File: src/rtl/b_preadd_pipe.sv
// b_preadd_pipe: B-path stage of the DSP48A1 slice model.
// Registers the selected B operand (B0), optionally pre-adds/subtracts it
// against D, then registers the result (B1) for the multiplier and the
// BCOUT cascade. A valid bit follows the data through the enabled stages.
//
// Valid semantics: there is no back-pressure. in_valid marks b_in as
// meaningful in the cycle it is sampled. out_valid marks b1_out as carrying
// such a sample. ceb = 0 freezes data and valid together, so they never skew.
module b_preadd_pipe #(
    parameter bit B0REG     = 1'b1,
    parameter bit DREG      = 1'b1,
    parameter bit OPMODEREG = 1'b1,
    parameter bit B1REG     = 1'b1
) (
    input  logic        clk,
    input  logic        rst_n,
    input  logic        ceb,
    input  logic        ced,
    input  logic        ceopmode,
    input  logic [17:0] b_in,
    input  logic [17:0] d,
    input  logic [7:0]  opmode,
    input  logic        in_valid,
    output logic [17:0] b1_out,
    output logic [17:0] bcout,
    output logic        out_valid
);

    logic [17:0] b0;
    logic [17:0] d0;
    logic        sub;
    logic        pre;
    logic [17:0] pre_res;
    logic        v0;
    logic        v1;

    // Only the add/sub and pre-adder-enable bits matter to this stage.
    logic unused_opmode;
    assign unused_opmode = ^{opmode[7], opmode[5], opmode[3:0]};

    generate
        if (B0REG) begin : g_b0_reg
            // B0 register and its valid flop, both gated by ceb.
            always_ff @(posedge clk or negedge rst_n) begin
                if (!rst_n) begin
                    b0 <= '0;
                    v0 <= 1'b0;
                end else if (ceb) begin
                    b0 <= b_in;
                    v0 <= in_valid;
                end
            end
        end else begin : g_b0_comb
            assign b0 = b_in;
            assign v0 = in_valid;
        end

        if (DREG) begin : g_d_reg
            // D operand register with its own enable.
            always_ff @(posedge clk or negedge rst_n) begin
                if (!rst_n) begin
                    d0 <= '0;
                end else if (ced) begin
                    d0 <= d;
                end
            end
        end else begin : g_d_comb
            assign d0 = d;
        end

        if (OPMODEREG) begin : g_op_reg
            // Opmode control bits register with its own enable.
            always_ff @(posedge clk or negedge rst_n) begin
                if (!rst_n) begin
                    sub <= 1'b0;
                    pre <= 1'b0;
                end else if (ceopmode) begin
                    sub <= opmode[6];
                    pre <= opmode[4];
                end
            end
        end else begin : g_op_comb
            assign sub = opmode[6];
            assign pre = opmode[4];
        end
    endgenerate

    // Pre-adder: carry and borrow fall off the top of the 18-bit result.
    always_comb begin
        pre_res = b0;
        if (pre) begin
            if (sub) begin
                pre_res = d0 - b0;
            end else begin
                pre_res = d0 + b0;
            end
        end
    end

    generate
        if (B1REG) begin : g_b1_reg
            // B1 register and its valid flop, both gated by ceb.
            always_ff @(posedge clk or negedge rst_n) begin
                if (!rst_n) begin
                    b1_out <= '0;
                    v1     <= 1'b0;
                end else if (ceb) begin
                    b1_out <= pre_res;
                    v1     <= v0;
                end
            end
        end else begin : g_b1_comb
            assign b1_out = pre_res;
            assign v1     = v0;
        end
    endgenerate

    assign bcout     = b1_out;
    assign out_valid = v1;

endmodule

File: config.mk
export PLATFORM = sky130hd
export DESIGN_NAME = b_preadd_pipe
export DESIGN_NICKNAME = d
export VERILOG_FILES = /design/src/rtl/b_preadd_pipe.sv
export SDC_FILE = /design/constraint.sdc
export NUM_CORES = 1
export LEC_CHECK = 0
export CAP_MARGIN = 20
export CORE_MARGIN = 5
export CORE_UTILIZATION = 43
export CTS_CLUSTER_SIZE = 24
export DETAILED_ROUTE_END_ITERATION = 12
export GPL_TIMING_DRIVEN = 0
export PLACE_DENSITY = 0.71
export SLEW_MARGIN = 30
export SYNTH_ARGS = -nofsm -noshare
export SYNTH_HDL_FRONTEND = slang
export SYNTH_SLANG_ARGS = --single-unit
export TNS_END_PERCENT = 30
File: constraint.sdc
create_clock -name clk -period 5.15 [get_ports clk]
set_clock_uncertainty 0.15 [all_clocks]
set_input_delay 1.03 -clock clk [delete_from_list [all_inputs] [get_ports clk]]
set_output_delay 1.03 -clock clk [all_outputs]
set_load 0.03 [all_outputs]
==> reports/metrics.cfg, run 1 <==
[clock_network]
cts_setup_buffers = 0
cts_num_sinks = 58
clk_latency_ns = 0.35
cts_root_buffer = clkbuf_8
cts.path.max_buffers = 2
cts_max_level = 3
cts_tree = yes
ctsHoldBuffers = 0
cts_resized = 0
numCtsBuffers = 9
cts.clk_slew.worst_paths_ns = 0.07

[sta]
report.final.hold_viol_count = 0
final_max_slew_viol_count = 0
setup_violations = 0
min_period_ns = 3.82
finalSetupTns_ns = 0
timing.fmax_ghz = 0.262
finalCritPeriodShare = 0.742
tightest_slew_ns = 0.688
slew_headroom = 0.541
rsz0062_at_grt = no

[cells_and_area]
mostFrequentLayoutCells = 78 x clkdlybuf4s50_1, 58 x dfrtp_1, 36 x mux2_2, 35 x a21oi_1, 34 x nor2_1
final_common_cell = clkdlybuf4s50_1
design_area_um2 = 4730
area.sequential_um2 = 1450
n_antenna_cell = 0
multiInputGateArea_um2 = 1910
nFillCells = 718
final_layout_size_suffix_gt1_frac = 0.162
syn_to_final_growth_pct = 31.4
final_core_utilization = 0.578
num-nets-final = 533

[worst_setup_path]
critPathLaunchType = flip-flop
cp-endpoint = b1_out[15]$_DFFE_PN0P_
rr_worst_depth = 13
r2r_start = b0[2]$_DFFE_PN0P_
setup.worst_path.start = b0[2]$_DFFE_PN0P_
reg2reg_slack_ns = 1.33
crit_required_ns = 5.28
cp.arrival_ns = 3.95
path_max_fanout = 7
cp-end-kind = flip-flop
worst_r2r_endpoint = b1_out[15]$_DFFE_PN0P_
critical_path_class = reg -> reg

[power_and_ir_drop]
cellPowerDensity_nw_per_um2 = 393
irDropWorstVdd_v = 0.000181
total_power_uw = 1860
power.leakage_uw = 0.00199

[synth]
ys_seq_area_frac = 0.403
synth_compound_area_frac = 0.147
ys_types = 40
synth_area_um2 = 3600
synth.avg_cell_area_um2 = 9.65
ys_warn_count = 0
synth-simple-area-share = 0.123
synth.area.mux_share = 0.129
synth_top_family_by_area = compound AO/OA/AOI/OAI gates
ys_ff_latch = 58
synth_nets = 442
synth_xor_xnor_area_share = 0.0633
syn-instance-count = 373
synthAdderAreaFrac = 0.0682

[global_route]
grt_overflow = 0
grt_start_max_net_pins = 34
grt_use_total = 0.189
antenna_found_initial = 0
grt_first_pass_wirelength_mm = 15.0
grt_pass1_vias = 3009

[placed_design]
port-buffer-count = 79
gp_congestion = 0.867
dp.final_hpwl_mm = 7.19
placed_cell_area_um2 = 4540

[die]
design.core.area_um2 = 8180
initial_core_util = 0.440
die_h_um = 101
row_count = 33
dieArea_um2 = 10300
die-width_um = 101
boundaryPins = 87

[drt]
via_per_inst = 5.30
vias = 3043
detail_route.wl_per_cell_um = 16.0
routed_wl_mm = 9.20
ant_nets = 0
drc_errors = 0
dr.pass1.iters = 5
drt_iter0_drc = 178

[job]
drv_cap = 0

[hold_path]
hold_path_class = reg -> reg
hold_depth = 1

[run_status]
status = completed

[registers in the layout (all words and copies together) (netlist names)]
name       cells
b1_out        18
out_valid      1
d0            18
v0             1
sub            1
b0            18
pre            1
[routing by layer]
metal  track usage  vias up  routed length [um]
met5             0        -                   0
met1         0.261     1417                4180
met4        0.0818        0                 199
li1              -     1491                   -
met3        0.0289       17                 615
met2         0.295      118                4210
[stage by stage]
step	setup WS, ns	cells	hold WS, ns
after global routing	1.08	574	0.381
after CTS	1.36	574	0.362
final	1.33	574	0.356
after global placement	1.13	557	0.335
after floorplan	1.80	373	0.325
after detailed placement	1.39	558	0.345
[final cells by class]
type	instances	share of cell area
well taps	105	0.0278
plain buffers	32	0.0400
inverters	13	0.0103
flip-flops and latches	58	0.307
clock buffers	12	0.0349
clock inverters	4	0.00529
repair buffers	80	0.171
multi-input cells	270	0.404
[how the worst min path moves through the flow]
stage / startpoint / endpoint / slack [ns]
5_1_grt: d0[2]$_DFFE_PN0P_ / d0[2]$_DFFE_PN0P_ / 0.38
6_report: v0$_DFFE_PN0P_ / v0$_DFFE_PN0P_ / 0.36
4_1_cts: v0$_DFFE_PN0P_ / v0$_DFFE_PN0P_ / 0.36
3_5_place_dp: v0$_DFFE_PN0P_ / out_valid$_DFFE_PN0P_ / 0.34
2_1_floorplan: v0$_DFFE_PN0P_ / v0$_DFFE_PN0P_ / 0.32
3_3_place_gp: v0$_DFFE_PN0P_ / v0$_DFFE_PN0P_ / 0.34
[critical path, cell delays in order, from the launching register on]
cell	delay [ns]
dfrtp_1	0.36
buf_2	0.16
nor4_1	0.47
a21oi_1	0.19
nor2_1	0.29
o21ai_0	0.19
xnor2_1	0.17
ha_1	0.40
and2_1	0.25
nand3_1	0.12
a2111oi_0	0.54
or4_1	0.20
nand3_1	0.08
a31oi_1	0.18
[cell families (layout without fill, tap and decap cells)]
logic type	Yosys count	count (layout)
fa+ha+maj	19	19
xor+xnor	26	26
compound gates	89	89
mux	42	42
simple gates	94	94
flops	58	58
buf+inv	45	141
[cell usage after synthesis, drive strengths merged]
cell     number  area [um2]
a2111oi       1        8.76
a211oi        6        45.0
a21o          5        37.5
a21oi        35         175
a221o         1        10.0
a221oi        2        17.5
a31oi         7        43.8
and2          4        25.0
and3          3        18.8
and4          1        11.3
buf          22         151
clkbuf       10        37.5
dfrtp        58        1450
fa            1        20.0
ha           18         225
inv          13        48.8
mux2         36         405
mux2i         6        60.1
nand2        21        78.8
nand2b        3        18.8
nand3         6        30.0
nand4         1        6.26
nor2         34         128
nor2b         6        37.5
nor3          8        40.0
nor4          2        12.5
o21a          1        7.51
o21ai        23         115
o21bai        3        22.5
o221ai        2        17.5
o22ai         1        12.5
o31ai         2        15.0
or3           2        13.8
or4           3        22.5
xnor2        21         184
xor2          5        43.8
[power breakdown]
part | switching (uW) | total, uW | internal, uW
sequential | 62.1 | 586 | 523
combinational | 469 | 875 | 405
clock | 185 | 397 | 212
Power figures use the tool's default switching activity.
==> inputs of run 2 (changes only) <==
--- a/config.mk
+++ b/config.mk
@@ -11,7 +11,7 @@
 export CTS_CLUSTER_SIZE = 24
 export DETAILED_ROUTE_END_ITERATION = 12
 export GPL_TIMING_DRIVEN = 0
-export PLACE_DENSITY = 0.71
+export PLACE_DENSITY = 0.74
 export SLEW_MARGIN = 30
 export SYNTH_ARGS = -nofsm -noshare
 export SYNTH_HDL_FRONTEND = slang
==> constraint.sdc (replaced) <==
create_clock -name clk -period 3.3 [get_ports clk]
set_clock_uncertainty 0.15 [all_clocks]
set_input_delay 0.66 -clock clk [delete_from_list [all_inputs] [get_ports clk]]
set_output_delay 0.66 -clock clk [all_outputs]
set_load 0.03 [all_outputs]
==> reports/metrics.cfg, run 2 (same netlist as run 1, synthesis figures left out) <==
[cells_and_area]
design_area_um2 = 5030
n_antenna_cell = 0
syn_to_final_growth_pct = 39.7
nFillCells = 686
final_common_cell = clkdlybuf4s50_1
reg_top3 = b0 x18, b1_out x18, d0 x18
num-nets-final = 547
final_layout_size_suffix_gt1_frac = 0.253
mostFrequentLayoutCells = 78 x clkdlybuf4s50_1, 54 x dfrtp_1, 36 x mux2_2, 36 x buf_4
fin_cells = 588

[die]
boundaryPins = 87
row_count = 33
initial_core_util = 0.440
die_h_um = 101
dieArea_um2 = 10300
die-width_um = 101
design.core.area_um2 = 8180

[power_and_ir_drop]
total_power_uw = 3210
combPwrFrac = 0.474
p_clk_frac = 0.239
p_seq_frac = 0.286
irDropWorstVdd_v = 0.000331
power.leakage_uw = 0.00210
cellPowerDensity_nw_per_um2 = 638
switching_share = 0.368
switching_power_uw = 1180
cell_internal_pwr_uw = 2030

[placed_design]
gp_congestion = 0.894
port-buffer-count = 79
placed_cell_area_um2 = 4540
dp.final_hpwl_mm = 7.30
dp_cells = 558

[global_route]
grt_first_pass_wirelength_mm = 15.6
grt_overflow = 0
antenna_found_initial = 0
grt_use_total = 0.194
grt_pass1_vias = 3146
grt_start_max_net_pins = 35

[worst_setup_path]
rr_worst_depth = 10
critPathLaunchType = flip-flop
r2r_start = b0[5]$_DFFE_PN0P_
cp-end-kind = flip-flop
cp_cell_sequence = nor4_4, a31oi_1, xnor2_1, ha_1, a21o_1, a221o_1, and4_4, or4_4, and3_4, o22ai_2
cp_slowest_cell = or4_4
cpLargestDelayFamily = simple AND/OR/NAND/NOR gates
reg2reg_slack_ns = -0.03
path_max_fanout = 4
path_buf_inv = 0
worst_r2r_endpoint = b1_out[17]$_DFFE_PN0P_
crit_required_ns = 3.40
cp.arrival_ns = 3.43
critical_path_class = reg -> reg
max_stage_delay_ns = 0.52

[drt]
vias = 3210
routed_wl_mm = 9.89
via_per_inst = 5.46
detail_route.wl_per_cell_um = 16.8
dr.pass1.iters = 5
drt_iter0_drc = 194
ant_nets = 0
drc_errors = 0

[sta]
slew_headroom = 0.495
rsz0062_at_grt = yes
timing.fmax_ghz = 0.300
min_period_ns = 3.33
tightest_slew_ns = 0.758
finalCritPeriodShare = 1.01
layout_setup_ws_ns = -0.0296
report.final.hold_viol_count = 0
setup_violations = 1
final_max_slew_viol_count = 0

[clock_network]
cts_num_sinks = 58
numCtsBuffers = 9
cts_max_level = 3
clk_latency_ns = 0.34
cts.path.max_buffers = 2
cts_tree = yes
cts.clk_slew.worst_paths_ns = 0.07
cts_root_buffer = clkbuf_8

[run_status]
violations = setup timing
status = finished, violations left

[hold_path]
hold_path_class = in -> async

[job]
drv_cap = 0

run 2: cell count changes in the layout (fill, tap and decap cells not counted), sizes merged:
cell and change:
buf +16, clkbuf -2, clkinv -1, bufinv +2
clkinvlp -1
run 2: final cells by class:
cell class,instances,area (um2),share of cell area
Multi-Input combinational cell,270,2040,0.405
Sequential cell,58,1460,0.290
Timing Repair Buffer,97,936,0.186
Buffer,29,180,0.0358
Clock buffer,12,165,0.0329
Tap cell,105,131,0.0261
Clock inverter,4,72.6,0.0144
Inverter,13,48.8,0.00971
run 2: worst max path at each step:
| stage | start | end | cells past startpoint |
|---|---|---|---|
| after floorplan | b0[2]$_DFFE_PN0P_ | b1_out[17]$_DFFE_PN0P_ | 12 |
| after global placement | b0[4]$_DFFE_PN0P_ | b1_out[15]$_DFFE_PN0P_ | 12 |
| after detailed placement | b0[4]$_DFFE_PN0P_ | b1_out[15]$_DFFE_PN0P_ | 12 |
| after CTS | b0[2]$_DFFE_PN0P_ | b1_out[17]$_DFFE_PN0P_ | 11 |
| after global routing | b0[5]$_DFFE_PN0P_ | b1_out[17]$_DFFE_PN0P_ | 13 |
| final | b0[5]$_DFFE_PN0P_ | b1_out[17]$_DFFE_PN0P_ | 10 |
run 2: power groups by stage:
stage	Sequential (uW)	Combinational, uW	Clock (uW)
finish	919	1520	768
global route	939	1630	815
CTS	920	1410	779
detailed placement	926	1360	0
global placement	922	1350	0
floorplan	1020	802	0
run 2: per-stage QoR:
step                       util  hold slack, ns  TNS [ns]  worst slack [ns]
after floorplan               -           0.214         0            0.0485
after global placement    0.554           0.337    -19.91            -0.421
after detailed placement  0.556           0.357     -2.46            -0.388
after CTS                 0.597          0.0667         0           0.00472
after global routing      0.615          0.0803    -0.615            -0.147
final                     0.615          0.0631   -0.0296           -0.0296
run 2: layer usage:
layer	track usage	vias up	part of all wire
met5	0	-	0
met4	0.0542	0	0.011
met3	0.0386	14	0.065
met2	0.311	125	0.48
met1	0.267	1552	0.44
li1	-	1519	-
run 2: worst reg2reg max path: cells and delay by family, from the launching register on:
kind                     cells  cell delay, ns
XOR/XNOR                     1            0.15
flip-flops                   1            0.45
adder cells (fa/ha/maj)      1            0.36
AND/OR/NAND/NOR              4            1.31
AO/OA/AOI/OAI                4            0.84
run 2: what timing repair did:
action	CTS	global route
gates resized for setup	21	18
buffers inserted	6	11
setup endpoints to repair	10	7
hold endpoints to repair	0	0
hold buffers	0	0
pin swaps	9	19
==> inputs of run 3 (changes only) <==
--- a/config.mk
+++ b/config.mk
@@ -6,12 +6,11 @@
 export NUM_CORES = 1
 export LEC_CHECK = 0
 export CAP_MARGIN = 20
-export CORE_MARGIN = 5
-export CORE_UTILIZATION = 43
+export CORE_MARGIN = 4
+export CORE_UTILIZATION = 35
 export CTS_CLUSTER_SIZE = 24
 export DETAILED_ROUTE_END_ITERATION = 12
 export GPL_TIMING_DRIVEN = 0
-export PLACE_DENSITY = 0.74
 export SLEW_MARGIN = 30
 export SYNTH_ARGS = -nofsm -noshare
 export SYNTH_HDL_FRONTEND = slang
==> reports/metrics.cfg, run 3 (same netlist as run 1, synthesis figures left out) <==
[run_status]
status = finished, violations left
violations = setup timing

[sta]
finalCritPeriodShare = 1.02
tightest_slew_ns = 0.816
rsz0062_at_grt = yes
slew_headroom = 0.456
fin_hold_ws_ns = 0.0559
setup_violations = 2
min_period_ns = 3.36
report.final.hold_viol_count = 0
layout_setup_ws_ns = -0.0618
final_max_slew_viol_count = 0
timing.fmax_ghz = 0.297
finalSetupTns_ns = -0.106

[clock_network]
cts.clk_slew.worst_paths_ns = 0.06
cts_tree = yes
ctsHoldBuffers = 0
clk_latency_ns = 0.35
cts_num_sinks = 58
cts.path.max_buffers = 2
cts_root_buffer = clkbuf_8
cts_max_level = 3
numCtsBuffers = 9

[worst_setup_path]
critPathLaunchType = flip-flop
path_max_fanout = 5
crit_required_ns = 3.41
cp-end-kind = flip-flop
cp.arrival_ns = 3.47
critical_path_class = reg -> reg

[cells_and_area]
reg_top3 = b0 x18, b1_out x18, d0 x18
final_common_cell = clkdlybuf4s50_1
syn_to_final_growth_pct = 42.9
nFillCells = 954
n_antenna_cell = 0
multiInputGateArea_um2 = 2140
num-nets-final = 550
area.sequential_um2 = 1460
final_layout_size_suffix_gt1_frac = 0.281
mostFrequentLayoutCells = 78 x clkdlybuf4s50_1, 51 x dfrtp_1, 39 x buf_4, 36 x mux2_2, 32 x nor2_1
design_area_um2 = 5140
fin_cells = 617

[drt]
drc_errors = 0
detail_route.wl_per_cell_um = 16.8
drt_iter0_drc = 139
ant_nets = 0
dr.pass1.iters = 4
via_per_inst = 4.99
vias = 3077
routed_wl_mm = 10.4

[global_route]
grt_use_total = 0.179
grt_start_max_net_pins = 36
grt_pass1_vias = 2994
antenna_found_initial = 0
grt_first_pass_wirelength_mm = 16.0
grt_overflow = 0

[die]
initial_core_util = 0.363
design.core.area_um2 = 9910
dieArea_um2 = 12000
die_h_um = 109
boundaryPins = 87
die-width_um = 109
row_count = 36

[power_and_ir_drop]
total_power_uw = 3190
irDropWorstVdd_v = 0.000276
power.leakage_uw = 0.00212
cellPowerDensity_nw_per_um2 = 619

[placed_design]
placed_cell_area_um2 = 4580
dp_cells = 586
dp.final_hpwl_mm = 7.71
port-buffer-count = 79
gp_congestion = 0.880

[hold_path]
hold_path_class = in -> async

[job]
drv_cap = 0

## run 3: changes by cell type in the layout (fill, tap and decap cells not counted), moves of 2 or more
cell | before | now
a21oi_1 | 32 | 30
a221oi_1 | 2 | 0
a221oi_2 | 0 | 2
buf_4 | 36 | 39
dfrtp_1 | 54 | 51
dfrtp_2 | 4 | 7
ha_2 | 3 | 1
ha_4 | 1 | 3
o21ai_2 | 1 | 3
## run 3: layer usage
layer,track usage,part of all wire,wire length (um),vias up
li1,-,-,-,1516
met1,0.259,0.48,4980,1468
met5,0,0,0,-
met2,0.268,0.46,4740,82
met3,0.0258,0.047,487,11
met4,0.0721,0.016,164,0
## run 3: worst max-delay path, stage by stage, from the launching register on
cell and delay (ns):
dfrtp_2 0.45, nor4_4 0.40, a21oi_2 0.14, nor2_4 0.18, xnor2_1 0.14, ha_2 0.32
buf_4 0.15, a221o_1 0.37, and4_4 0.20, or4_1 0.50, and3_4 0.20, o22ai_2 0.08
## run 3: path summary, 6_finish.rpt
kind / from / slack, ns / cells after the start / end
max in group asynchronous: rst_n / 2.44 / 2 / b0[12]$_DFFE_PN0P_
min in group clk: out_valid$_DFFE_PN0P_ / 0.37 / 1 / out_valid$_DFFE_PN0P_
max reg2reg: b0[2]$_DFFE_PN0P_ / -0.06 / 11 / b1_out[17]$_DFFE_PN0P_
min reg2reg: out_valid$_DFFE_PN0P_ / 0.37 / 1 / out_valid$_DFFE_PN0P_
max: b0[2]$_DFFE_PN0P_ / -0.06 / 11 / b1_out[17]$_DFFE_PN0P_
min: rst_n / 0.06 / 1 / d0[2]$_DFFE_PN0P_
## run 3: layout make-up
class | count | share of cell area
inverter | 13 | 0.00949
clock inverter | 3 | 0.00778
sequential | 58 | 0.284
timing repair buffer | 100 | 0.186
buffer | 29 | 0.0345
tap | 133 | 0.0324
clock buffer | 11 | 0.0294
multi-input combinational | 270 | 0.416
## run 3: through the flow
step	util	setup slack, ns
after global routing	0.519	-0.158
after global placement	0.460	-0.499
final	0.519	-0.0618
after CTS	0.496	0.0176
after floorplan	-	0.0485
after detailed placement	0.462	-0.563
## run 3: what timing repair did
item / in CTS / in global routing
gates resized for setup: 23 / 35
endpoints found under the setup margin: 10 / 9
gates cloned: 0 / 0
setup buffers: 11 / 9
pin swaps: 16 / 20
## run 3: where the power goes
part,total [uW],switching [uW],internal [uW]
logic,1600,829,768
registers,926,107,819
clock network,664,285,379
total,3190,1220,1970
==> edit 1: new RTL, config.mk and constraints of run 3 <==
The parameter `OPMODEREG` goes from 1'b1 to 1'b0.
--- a/src/rtl/b_preadd_pipe.sv
+++ b/src/rtl/b_preadd_pipe.sv
@@ -11,3 +11,3 @@
     parameter bit DREG      = 1'b1,
-    parameter bit OPMODEREG = 1'b1,
+    parameter bit OPMODEREG = 1'b0,
     parameter bit B1REG     = 1'b1
Check against the original RTL: not equivalent (a bounded check fails within 4 cycles, from zero or initial values and one cycle with rst_n low).
==> edit 1 against run 3 <==
- the run still ends with setup timing left
- clock power down 38%
- synthesized area decreased by 1.3%
- non-clock buffer count decreased by 14
- global-route usage down 2.2 points
- design area decreased by 8.5%
- setup slack improved by 0.041 ns
- critical endpoint is now b1_out[13]
- via count down 6.2%
- wire length down 13%
- count of clock-buffer cells in the layout decreased by 6
- total power decreased by 16%
- sequential cell count fell by 2
- core utilization decreased by 4.0 points
==> edit 1: results (changes against run 3) <==
[outcome]
status = finished with violations  ; unchanged
failed_checks = setup timing  ; unchanged

[placed_design]
placed_area_um2 = 4490  ; was 4580 um2
dp_hpwl_um = 7060  ; was 7710 um
numPortBuffers = 75  ; was 79
routabilityCongestion = 0.832  ; was 0.880

[worst_setup_path]
arrival_ns = 3.37  ; was 3.47 ns
critPathMaxFanout = 7  ; was 5
slowest_delay_ns = 0.39  ; was 0.50 ns
slowest_stage = dfrtp_1  ; was or4_1

[route]
firstDrtPassIters = 5  ; was 4
vias_per_cell = 4.98  ; was 4.99
wl_um = 9050  ; was 10400 um
drtIter0Drc = 94  ; was 139

[sta]
worst_pin_slew_ns = 0.801  ; was 0.816 ns
fin_ws_ns = -0.0212  ; was -0.0618 ns
setup_viol_count_final = 2  ; unchanged

[power_and_ir_drop]
p_leak_nw = 1.97  ; was 2.12 nW
peakVddDrop_v = 0.000297  ; was 0.000276 V

[logic_synthesis]
ys_top_cells_by_count = dfrtp_1, mux2_2, a21oi_1, nor2_1, xnor2_1  ; was dfrtp_1, mux2_2, a21oi_1, nor2_1, o21ai_0
ys_seq_area_share_pct = 39.4  ; was 40.3%
synthTopCellsByArea = dfrtp_1, mux2_2, ha_1, xnor2_1, a21oi_1  ; unchanged
synth_fp_nets = 426  ; was 442

[global_route]
grt_pass1_vias = 2957  ; was 2994
grt_max_degree = 39  ; was 36
antenna_found_initial = 0  ; unchanged
grt_usage_pct = 15.7  ; was 17.9%
grt_pass1_wl_um = 14500  ; was 16000 um

[clock_network]
htreeDepth = 2  ; was 3
cts.clk_slew.worst_paths_ns = 0.11  ; was 0.06 ns
cts_made_buffers = 5  ; was 9
insertion_delay_ns = 0.32  ; was 0.35 ns

[final_layout]
fillerInstances = 984  ; was 954
drive_gt1_share_pct = 21.7  ; was 28.1%

## edit 1: cell types whose count changed after synthesis, moves of 4 or more
cell      before  now
o211ai_1       0    4
inv_1         13    8
mux2i_1        6   12
and2_1         4    0
o21ai_0       22   14
a211oi_1       6    1
nand2_1       21   15
## edit 1: power by group
part           leakage, nW  internal [mW]  switching (mW)
clock               0.0463          0.157           0.257
sequential           0.652          0.792          0.0960
combinational         1.27          0.658           0.728
## edit 1: cell type report
class	instances	area share, %
buffer	34	4.46
clock buffer	5	1.46
timing repair buffer	81	17.1
clock inverter	3	0.585
inverter	8	0.638
sequential	56	29.8
multi-input combinational	259	42.4
tap	133	3.53
## edit 1: final timing paths
kind,start,cells past startpoint,slack [ns],to
worst min-delay path,rst_n,1,0.05,d0[9]
worst max register to register,b0[2],14,-0.02,b1_out[13]
worst min register to register,v0,1,0.37,out_valid
max in group asynchronous,rst_n,2,2.46,b0[5]
worst max-delay path,b0[2],14,-0.02,b1_out[13]
min in group clk,v0,1,0.37,out_valid
## edit 1: cells by family (layout without fill, tap and decap cells)
| kind of cell | after synthesis | in the layout | share of synthesized area [%] |
|---|---|---|---|
| compound gates | 81 | 81 | 13.8 |
| xor+xnor | 28 | 28 | 6.90 |
| fa+ha+maj | 19 | 19 | 6.90 |
| buf+inv | 42 | 131 | 6.73 |
| flops | 56 | 56 | 39.4 |
| mux | 49 | 49 | 15.1 |
| simple gates | 82 | 82 | 11.2 |
## edit 1: metal layers
layer	vias to the layer above	track usage (%)	part of all wire, %
met3	12	2.96	5.3
met2	76	26.5	49
met5	-	0	0
met1	1382	20.6	44
li1	1416	-	-
met4	0	4.69	1.5
## edit 1: repair_timing
action                                  4_1_cts  5_1_grt
setup buffers                                 0        5
gates resized for setup                       4       19
pin swaps                                     3       17
endpoints found under the setup margin        6        9
## edit 1: per-stage QoR
step                      total power, mW  instances  utilization, %  worst slack, ns
after floorplan                      1.76        357               -            0.103
after global placement               2.21        565            45.5           -0.357
after detailed placement             2.23        566            45.7           -0.302
after CTS                            2.65        574            46.9          0.00187
after global routing                 2.87        579            47.9           -0.219
final                                2.69        579            47.9          -0.0212
==> edit 2: new RTL, settings of run 3 <==
Without the edit above. Make the reset (`rst_n`) synchronous in 4 clocked blocks.
--- a/src/rtl/b_preadd_pipe.sv
+++ b/src/rtl/b_preadd_pipe.sv
@@ -43,3 +43,3 @@
             // B0 register and its valid flop, both gated by ceb.
-            always_ff @(posedge clk or negedge rst_n) begin
+            always_ff @(posedge clk) begin
                 if (!rst_n) begin
@@ -59,3 +59,3 @@
             // D operand register with its own enable.
-            always_ff @(posedge clk or negedge rst_n) begin
+            always_ff @(posedge clk) begin
                 if (!rst_n) begin
@@ -72,3 +72,3 @@
             // Opmode control bits register with its own enable.
-            always_ff @(posedge clk or negedge rst_n) begin
+            always_ff @(posedge clk) begin
                 if (!rst_n) begin
@@ -102,3 +102,3 @@
             // B1 register and its valid flop, both gated by ceb.
-            always_ff @(posedge clk or negedge rst_n) begin
+            always_ff @(posedge clk) begin
                 if (!rst_n) begin
Behaviour: differs if rst_n is asserted again (counterexample within 4 cycles, from zero or initial values and one cycle with rst_n low); with rst_n held inactive, the same outputs for 10 cycles.
==> edit 2 against run 3 <==
- first-iteration DRC count shrank 33%
- largest cell class unchanged
- synthesized area shrank 3.5%
- sequential cell count is the same
- setup slack gained 0.13 ns
- design area shrank 6.5%
- worst hold slack gained 0.29 ns
- wire length shrank 7.9%
Power is not compared: it rests on default switching activity, and its combinational part moved more than twofold at a synthesized area within 25%.
==> edit 2: results (changes against run 3) <==
[final_layout]
signal_buffers = 127  ; was 129
final_cells = 634  ; was 617
drive_gt1_share_pct = 14.4  ; was 28.1%
nClkBuffers = 13  ; was 11
layout.nonclk_buf_share_pct = 22.9  ; was 22.1%
fillerInstances = 969  ; was 954
num-nonclk-inverters = 12  ; was 13
clk_share_pct = 4.55  ; was 3.72%
multi_input_area_share_pct = 43.7  ; was 41.6%
fin_area_um2 = 4810  ; was 5140 um2

[placed_design]
dp_hpwl_um = 7320  ; was 7710 um
post-place-ws_ns = -0.150  ; was -0.563 ns
placed_cells = 608  ; was 586

[worst_setup_path]
arrival_ns = 3.30  ; was 3.47 ns
slowest_delay_ns = 0.40  ; was 0.50 ns
slowest_stage = or3b_4  ; was or4_1

[logic_synthesis]
async_flop_share_pct = 0  ; was 100%
synth_cell_type_count = 46  ; was 40
synthTopCellsByArea = dfxtp_1, mux2i_1, nor2_1, ha_1, xnor2_1  ; was dfrtp_1, mux2_2, ha_1, xnor2_1, a21oi_1
synth_fp_nets = 465  ; was 442
ys_top_cells_by_count = nor2_1, dfxtp_1, mux2i_1, a21oi_1, xnor2_1  ; was dfrtp_1, mux2_2, a21oi_1, nor2_1, o21ai_0
ys_seq_area_share_pct = 33.4  ; was 40.3%
syn-instance-count = 396  ; was 373
synth_flop_cell = dfxtp_1  ; was dfrtp_1

[global_route]
grt_pass1_vias = 3126  ; was 2994
grt_pass1_wl_um = 15300  ; was 16000 um
grt_max_degree = 11  ; was 36

[outcome]
status = finished, final reports clean  ; was finished with violations

[hold_path]
worstHoldPathType = reg2reg  ; was in2async

[route]
firstDrtPassIters = 5  ; was 4
drtIter0Drc = 93  ; was 139
wl_um = 9550  ; was 10400 um
vias_per_cell = 4.85  ; was 4.99

[edit 2: cell types whose count changed after synthesis, moves of 4 or more]
cell and delta:
a21oi_1 -4, dfrtp_1 -58, dfxtp_1 +58, mux2_2 -36
mux2i_1 +45, nand2_1 -9, nand3_1 -4, nor2_1 +36
nor3_1 -4, o21ai_0 -10
[edit 2: worst paths after layout]
kind                            slack, ns  cells after the start    endpoint  startpoint
worst max-delay path                 0.07                     10  b1_out[15]       b0[5]
worst min-delay path                 0.35                      2          v0          v0
worst max register to register       0.07                     10  b1_out[15]       b0[5]
worst min register to register       0.35                      2          v0          v0
[edit 2: logic make-up (layout without fill, tap and decap cells)]
kind of cell | Yosys count | in the layout | synth area share (%)
AO/OA/AOI/OAI | 84 | 84 | 15.4
AND/OR/NAND/NOR | 103 | 103 | 13.5
XOR/XNOR | 32 | 32 | 8.07
adder cells (fa/ha/maj) | 19 | 19 | 7.06
buffers and inverters | 49 | 154 | 7.82
flip-flops | 58 | 58 | 33.4
multiplexers | 51 | 51 | 14.7
[edit 2: worst max-delay path: cells and delay by family (launching register included)]
kind	cells	cell delay, ns
and+or+nand+nor	3	1.04
xor gates and xnor gates	2	0.49
AOI/OAI and AO/OA	4	0.74
adders and majority gates	1	0.34
DFF	1	0.36
[edit 2: routing by layer]
metal	global-route usage (%)	vias to the layer above	part of all wire (%)
li1	-	1561	-
met1	19.8	1409	43
met3	4.14	22	4.6
met2	29.3	85	50
met4	6.76	0	2.7
met5	0	-	0
[edit 2: what timing repair did]
item,in CTS,in global routing
buffers inserted,4,7
gates resized for setup,6,20
pin swaps,4,13
endpoints found under the setup margin,4,6
[edit 2: report_power, final]
part | internal [mW] | total (mW) | switching [mW]
Clock | 0.463 | 0.744 | 0.281
Sequential | 0.746 | 0.792 | 0.0459
Combinational | 0.377 | 0.782 | 0.405
